**src/rtl/mul_seq_nbits.sv**
```systemverilog
`default_nettype none
// ============================================================================
// Module      : mul_seq_nbits
// Description : Iterative unsigned shift-and-add multiplier. Each BUSY cycle
//               retires BITS_PER_CYCLE multiplier bits, so a product takes
//               N = WIDTH/BITS_PER_CYCLE cycles. Valid/ready handshakes on
//               both the operand and product sides let the normalisation
//               stage stall the result.
//
// Parameters  : WIDTH          operand width; product is 2*WIDTH bits
//               BITS_PER_CYCLE multiplier bits consumed per BUSY cycle
//                              (must divide WIDTH)
//
// Ports       : i_clk       clock
//               i_rst       synchronous reset, active-high
//               i_valid     operands valid
//               o_ready     block can accept operands (IDLE)
//               i_data_one  multiplicand (WIDTH)
//               i_data_two  multiplier (WIDTH)
//               o_valid     product valid (DONE)
//               i_ready     downstream accepts product
//               o_data      unsigned product (2*WIDTH), held until the next
//                           product completes
//
// Options     : MUL_SEQ_EARLY_EXIT_EN - when defined, BUSY ends as soon as
//               the remaining multiplier bits are all zero.
//
// Revision    : 1.0 - initial release
// ============================================================================
module mul_seq_nbits #(
    parameter int WIDTH          = 24,
    parameter int BITS_PER_CYCLE = 1
) (
    input  logic                 i_clk,
    input  logic                 i_rst,
    input  logic                 i_valid,
    output logic                 o_ready,
    input  logic [WIDTH-1:0]     i_data_one,
    input  logic [WIDTH-1:0]     i_data_two,
    output logic                 o_valid,
    input  logic                 i_ready,
    output logic [2*WIDTH-1:0]   o_data
);

    localparam int c_steps = WIDTH / BITS_PER_CYCLE;
    localparam int c_cnt_w = (c_steps > 1) ? $clog2(c_steps) : 1;
    localparam logic [c_cnt_w-1:0] c_last = c_cnt_w'(c_steps - 1);

    generate
        if ((WIDTH % BITS_PER_CYCLE) != 0) begin : g_bpc_check
            $error("mul_seq_nbits: WIDTH must be a multiple of BITS_PER_CYCLE");
        end
    endgenerate

    typedef enum logic [1:0] {
        S_IDLE = 2'd0,
        S_BUSY = 2'd1,
        S_DONE = 2'd2
    } state_t;

    state_t                r_state;
    logic [2*WIDTH-1:0]    r_mcand;
    logic [WIDTH-1:0]      r_mult;
    logic [2*WIDTH-1:0]    r_acc;
    logic [c_cnt_w-1:0]    r_cnt;

    logic [2*WIDTH-1:0]    w_pp;
    logic [2*WIDTH-1:0]    w_acc_next;
    logic [WIDTH-1:0]      w_mult_next;
    logic                  w_last;

    // Partial product of the shifted multiplicand and the low multiplier
    // group. The group is zero-extended to full width so the multiply stays
    // 2*WIDTH bits; the true result never overflows that width.
    assign w_pp       = r_mcand * {{(2*WIDTH-BITS_PER_CYCLE){1'b0}},
                                   r_mult[BITS_PER_CYCLE-1:0]};
    assign w_acc_next = r_acc + w_pp;

    // When a single cycle consumes the whole multiplier the shifted value is
    // simply zero; avoids a shift by the full register width.
    generate
        if (BITS_PER_CYCLE >= WIDTH) begin : g_shift_all
            assign w_mult_next = '0;
        end else begin : g_shift_part
            assign w_mult_next = r_mult >> BITS_PER_CYCLE;
        end
    endgenerate

`ifdef MUL_SEQ_EARLY_EXIT_EN
    // Remaining multiplier bits all zero: the accumulator already holds the
    // complete product.
    assign w_last = (r_cnt == c_last) || (w_mult_next == '0);
`else
    assign w_last = (r_cnt == c_last);
`endif

    always_ff @(posedge i_clk) begin
        if (i_rst) begin
            r_state <= S_IDLE;
            r_mcand <= '0;
            r_mult  <= '0;
            r_acc   <= '0;
            r_cnt   <= '0;
            o_ready <= 1'b1;
            o_valid <= 1'b0;
            o_data  <= '0;
        end else begin
            case (r_state)
                S_IDLE: begin
                    if (i_valid) begin
                        r_mcand <= {{WIDTH{1'b0}}, i_data_one};
                        r_mult  <= i_data_two;
                        r_acc   <= '0;
                        r_cnt   <= '0;
                        o_ready <= 1'b0;
                        r_state <= S_BUSY;
                    end
                end

                S_BUSY: begin
                    r_acc   <= w_acc_next;
                    r_mcand <= r_mcand << BITS_PER_CYCLE;
                    r_mult  <= w_mult_next;
                    r_cnt   <= r_cnt + c_cnt_w'(1);
                    if (w_last) begin
                        o_data  <= w_acc_next;
                        o_valid <= 1'b1;
                        r_state <= S_DONE;
                    end
                end

                S_DONE: begin
                    // o_data deliberately keeps its value after release.
                    if (i_ready) begin
                        o_valid <= 1'b0;
                        o_ready <= 1'b1;
                        r_state <= S_IDLE;
                    end
                end

                default: begin
                    o_valid <= 1'b0;
                    o_ready <= 1'b1;
                    r_state <= S_IDLE;
                end
            endcase
        end
    end

endmodule
`default_nettype wire
```
**config.mk**
```make
export PLATFORM = sky130hd
export DESIGN_NAME = mul_seq_nbits
export DESIGN_NICKNAME = d
export VERILOG_FILES = /design/src/rtl/mul_seq_nbits.sv
export SDC_FILE = /design/constraint.sdc
export NUM_CORES = 1
export LEC_CHECK = 0
export ABC_AREA = 1
export CORE_MARGIN = 4
export CORE_UTILIZATION = 59
export CTS_CLUSTER_DIAMETER = 80
export CTS_CLUSTER_SIZE = 40
export DETAILED_ROUTE_END_ITERATION = 16
export GPL_ROUTABILITY_DRIVEN = 1
export PLACE_DENSITY = 0.77
export SKIP_CTS_REPAIR_TIMING = 1
export SLEW_MARGIN = 20
export SYNTH_ARGS = -nofsm -noshare
export SYNTH_HDL_FRONTEND = slang
export SYNTH_SLANG_ARGS = --single-unit
```
**constraint.sdc**
```tcl
create_clock -name i_clk -period 3.3 [get_ports i_clk]
set_input_delay 0.66 -clock i_clk [delete_from_list [all_inputs] [get_ports i_clk]]
set_output_delay 0.66 -clock i_clk [all_outputs]
set_load 0.05 [all_outputs]
```
==> metrics <==
status=complete, no violations; CP Buf/Inv Count=3; drt total wl=33,100 µm; final instance area=13,000 µm²; share of cells above drive strength 1=6.78%; most used flip-flop cell after synthesis=dfxtp_1; clk_skew=0.0142 ns; dpl cell area=12,400 µm²; Slowest cell on crit path=fa_1; DP HPWL=24,600 µm; Final period util=85.0%; Slew Limit Fails=0; Antenna Nets Post-Route=0; clk slew on worst S/H paths=0.08 ns; Starting Density=60.1%; Fillers=1,723; DR vias/cell=5.33; # port buffers=101; Die ar.=21,400 µm²; Hold Vio Cnt, Final=0; CTS Buffer Depth=2; Leak=6.64 nW; core area=18,800 µm²; Worst Tran Pin Value=0.931 ns; hold path start=r_mcand[47]; Ys Warns=0; Worst Setup End Kind=register; Worst slew margin=38.0%; Yosys cell types=36; number of vias after detailed routing=11,500; final setup violation count=0; row cnt=50; Final #Nets=2,004; area growth from synthesis to layout=15.5%; CTS tree=done; CP top delay family=simple AND/OR/NAND/NOR gates; largest cells by area after synthesis=dfxtp_1 (31%), nand2_1 (21%), inv_1 (9.9%); Hold EP=r_mcand[47]; Crit Reg-Reg Endpoint=o_data[44]; Critical R2R Launch=r_mult[0]; cts bufs inserted=17; die height=146 µm; H-tree depth=4; synthesized cell area=11,300 µm²; maximum fanout along the worst path=48; largest net degree at the start of global routing=122; Worst Slack Setup Final=0.495 ns; Die Wd=146 µm; Arrival @ worst endpoint=3.15 ns; total nets after synthesis=1,944; Synth area leader=dfxtp_1; number of synthesized flops with an enable pin=0; sequential area share after synthesis=31.4%; root buf cell=clkbuf_16; Setup Slack @ Placement=0.621 ns; initial antenna violation count=0; Worst EP required=3.65 ns; CP Cell Sequence=buf_12, nand2_1, inv_1, ha_1, fa_1, nand3_1, nand3_1, nand3_1, nand3_1, nand2_1, nand4_1, nand2_1, nand2_1, nand2_1, inv_1; synthesized area per cell=6.12 µm²; drt first pass iters=6; total negative setup slack=0 ns; diodes inserted=0; HP Class=register to register; Tot Pwr=4.75 mW; R2R cell count=15; f_max=0.356 GHz; Synth top area share=31.4%; CP most frequent cell=nand2_1; nature of the critical path startpoint=register; vias in the first global route=10,400; Routed wire per std cell=15.4 µm; R2R Setup Slk=0.49 ns; DRC marker count from the first detailed-route iteration=1,116; fin crit period=2.81 ns; IO Count=102; Seq cells post-synth=177; # DRC=0; Syn Inst Count=1,843; CP max stage delay=0.47 ns; ys async rst share=0%; peak supply drop=0.331 mV; GRT overflow=0; clk_lat worst skew=0.44 ns; unrepaired setup endpoints after global routing=no; first-pass GRT wire length=53,000 µm; crit path kind=register to register; hold path depth=2; RD Place Congestion=1.01; GRT Total Usage=30.6%; Max Cap Viol=0; TritonCTS Sinks=177; Cell Pwr Density=365 nW/µm²
==> kinds of logic (layout without fill, tap and decap cells) <==
group / count (synthesis) / after routing / synth area share, %
compound gates: 298 / 298 / 14.1
xor+xnor: 20 / 20 / 1.55
fa+ha+maj: 49 / 49 / 5.51
buf+inv: 381 / 454 / 13.1
flops: 177 / 177 / 31.4
simple gates: 918 / 918 / 34.3
==> cell type report <==
| type | instances | area [µm²] | area share [%] |
|---|---|---|---|
| Multi-Input combinational cell | 1285 | 6260 | 48.1 |
| Sequential cell | 177 | 3540 | 27.2 |
| Inverter | 312 | 1170 | 9.00 |
| Timing Repair Buffer | 110 | 1130 | 8.65 |
| Clock buffer | 18 | 439 | 3.37 |
| Tap cell | 234 | 293 | 2.25 |
| Clock inverter | 14 | 175 | 1.35 |
==> synthesized netlist by cell type, types with 21 or more instances <==
master,instances
a21oi_1,168
buf_2,23
clkbuf_1,41
dfxtp_1,177
ha_1,48
inv_1,298
nand2_1,640
nand2_2,21
nand3_1,70
nor2_1,110
nor2_2,27
o21ai_0,66
o22ai_1,46
==> cell usage in the layout, fill, tap and decap left out, drive strengths merged, types with 19 or more instances in the layout <==
| cell | count |
|---|---|
| a21oi | 168 |
| xor2 | 19 |
| inv | 319 |
| o21ai | 72 |
| nand3 | 82 |
| nor2 | 144 |
| ha | 48 |
| o22ai | 46 |
| dfxtp | 177 |
| nand2 | 661 |
| clkdlybuf4s50 | 100 |
==> sequential cells by signal (all words and copies together), names as in the netlist <==
| name | count |
|---|---|
| o_ready | 1 |
| r_state | 2 |
| o_data | 48 |
| r_mult | 24 |
| r_mcand | 48 |
| r_cnt | 5 |
| r_acc | 48 |
| o_valid | 1 |
==> worst min-delay path: stages, from the launching register on <==
cell and delay (ns):
dfxtp_1 0.32, nand2_1 0.06, a21oi_1 0.05
==> layer usage <==
layer / GRT usage [%] / up-vias / part of all wire [%]
met5: 0 / - / 0
met4: 6.59 / 0 / 1.7
met3: 7.17 / 39 / 9.5
met2: 46.1 / 421 / 42
met1: 44.8 / 5135 / 46
li1: - / 5855 / -
==> metrics by stage <==
| step | cells | utilization [%] | hold slack, ns |
|---|---|---|---|
| 2_1_floorplan | 1843 | - | 0.441 |
| 3_3_place_gp | 2118 | 66.1 | 0.451 |
| 3_5_place_dp | 2118 | 66.1 | 0.454 |
| 4_1_cts | 2150 | 69.3 | 0.466 |
| 5_1_grt | 2150 | 69.3 | 0.479 |
| 6_report | 2150 | 69.3 | 0.468 |
==> power by group <==
group | switching, mW | internal (mW) | total [mW]
clock network | 1.03 | 1.05 | 2.08
registers | 0.0482 | 2.20 | 2.25
logic | 0.262 | 0.160 | 0.422
total | 1.34 | 3.41 | 4.75
==> worst max path at each step <==
stage	endpoint	startpoint	slack, ns	cells after the start
2_1_floorplan	o_data[24]	r_mult[0]	0.81	17
3_3_place_gp	o_data[28]	r_mult[0]	0.67	15
3_5_place_dp	o_data[28]	r_mult[0]	0.62	15
4_1_cts	o_data[28]	r_mult[0]	0.57	15
5_1_grt	o_data[28]	r_mult[0]	0.32	15
6_report	o_data[44]	r_mult[0]	0.49	15
Power figures use the tool's default switching activity.
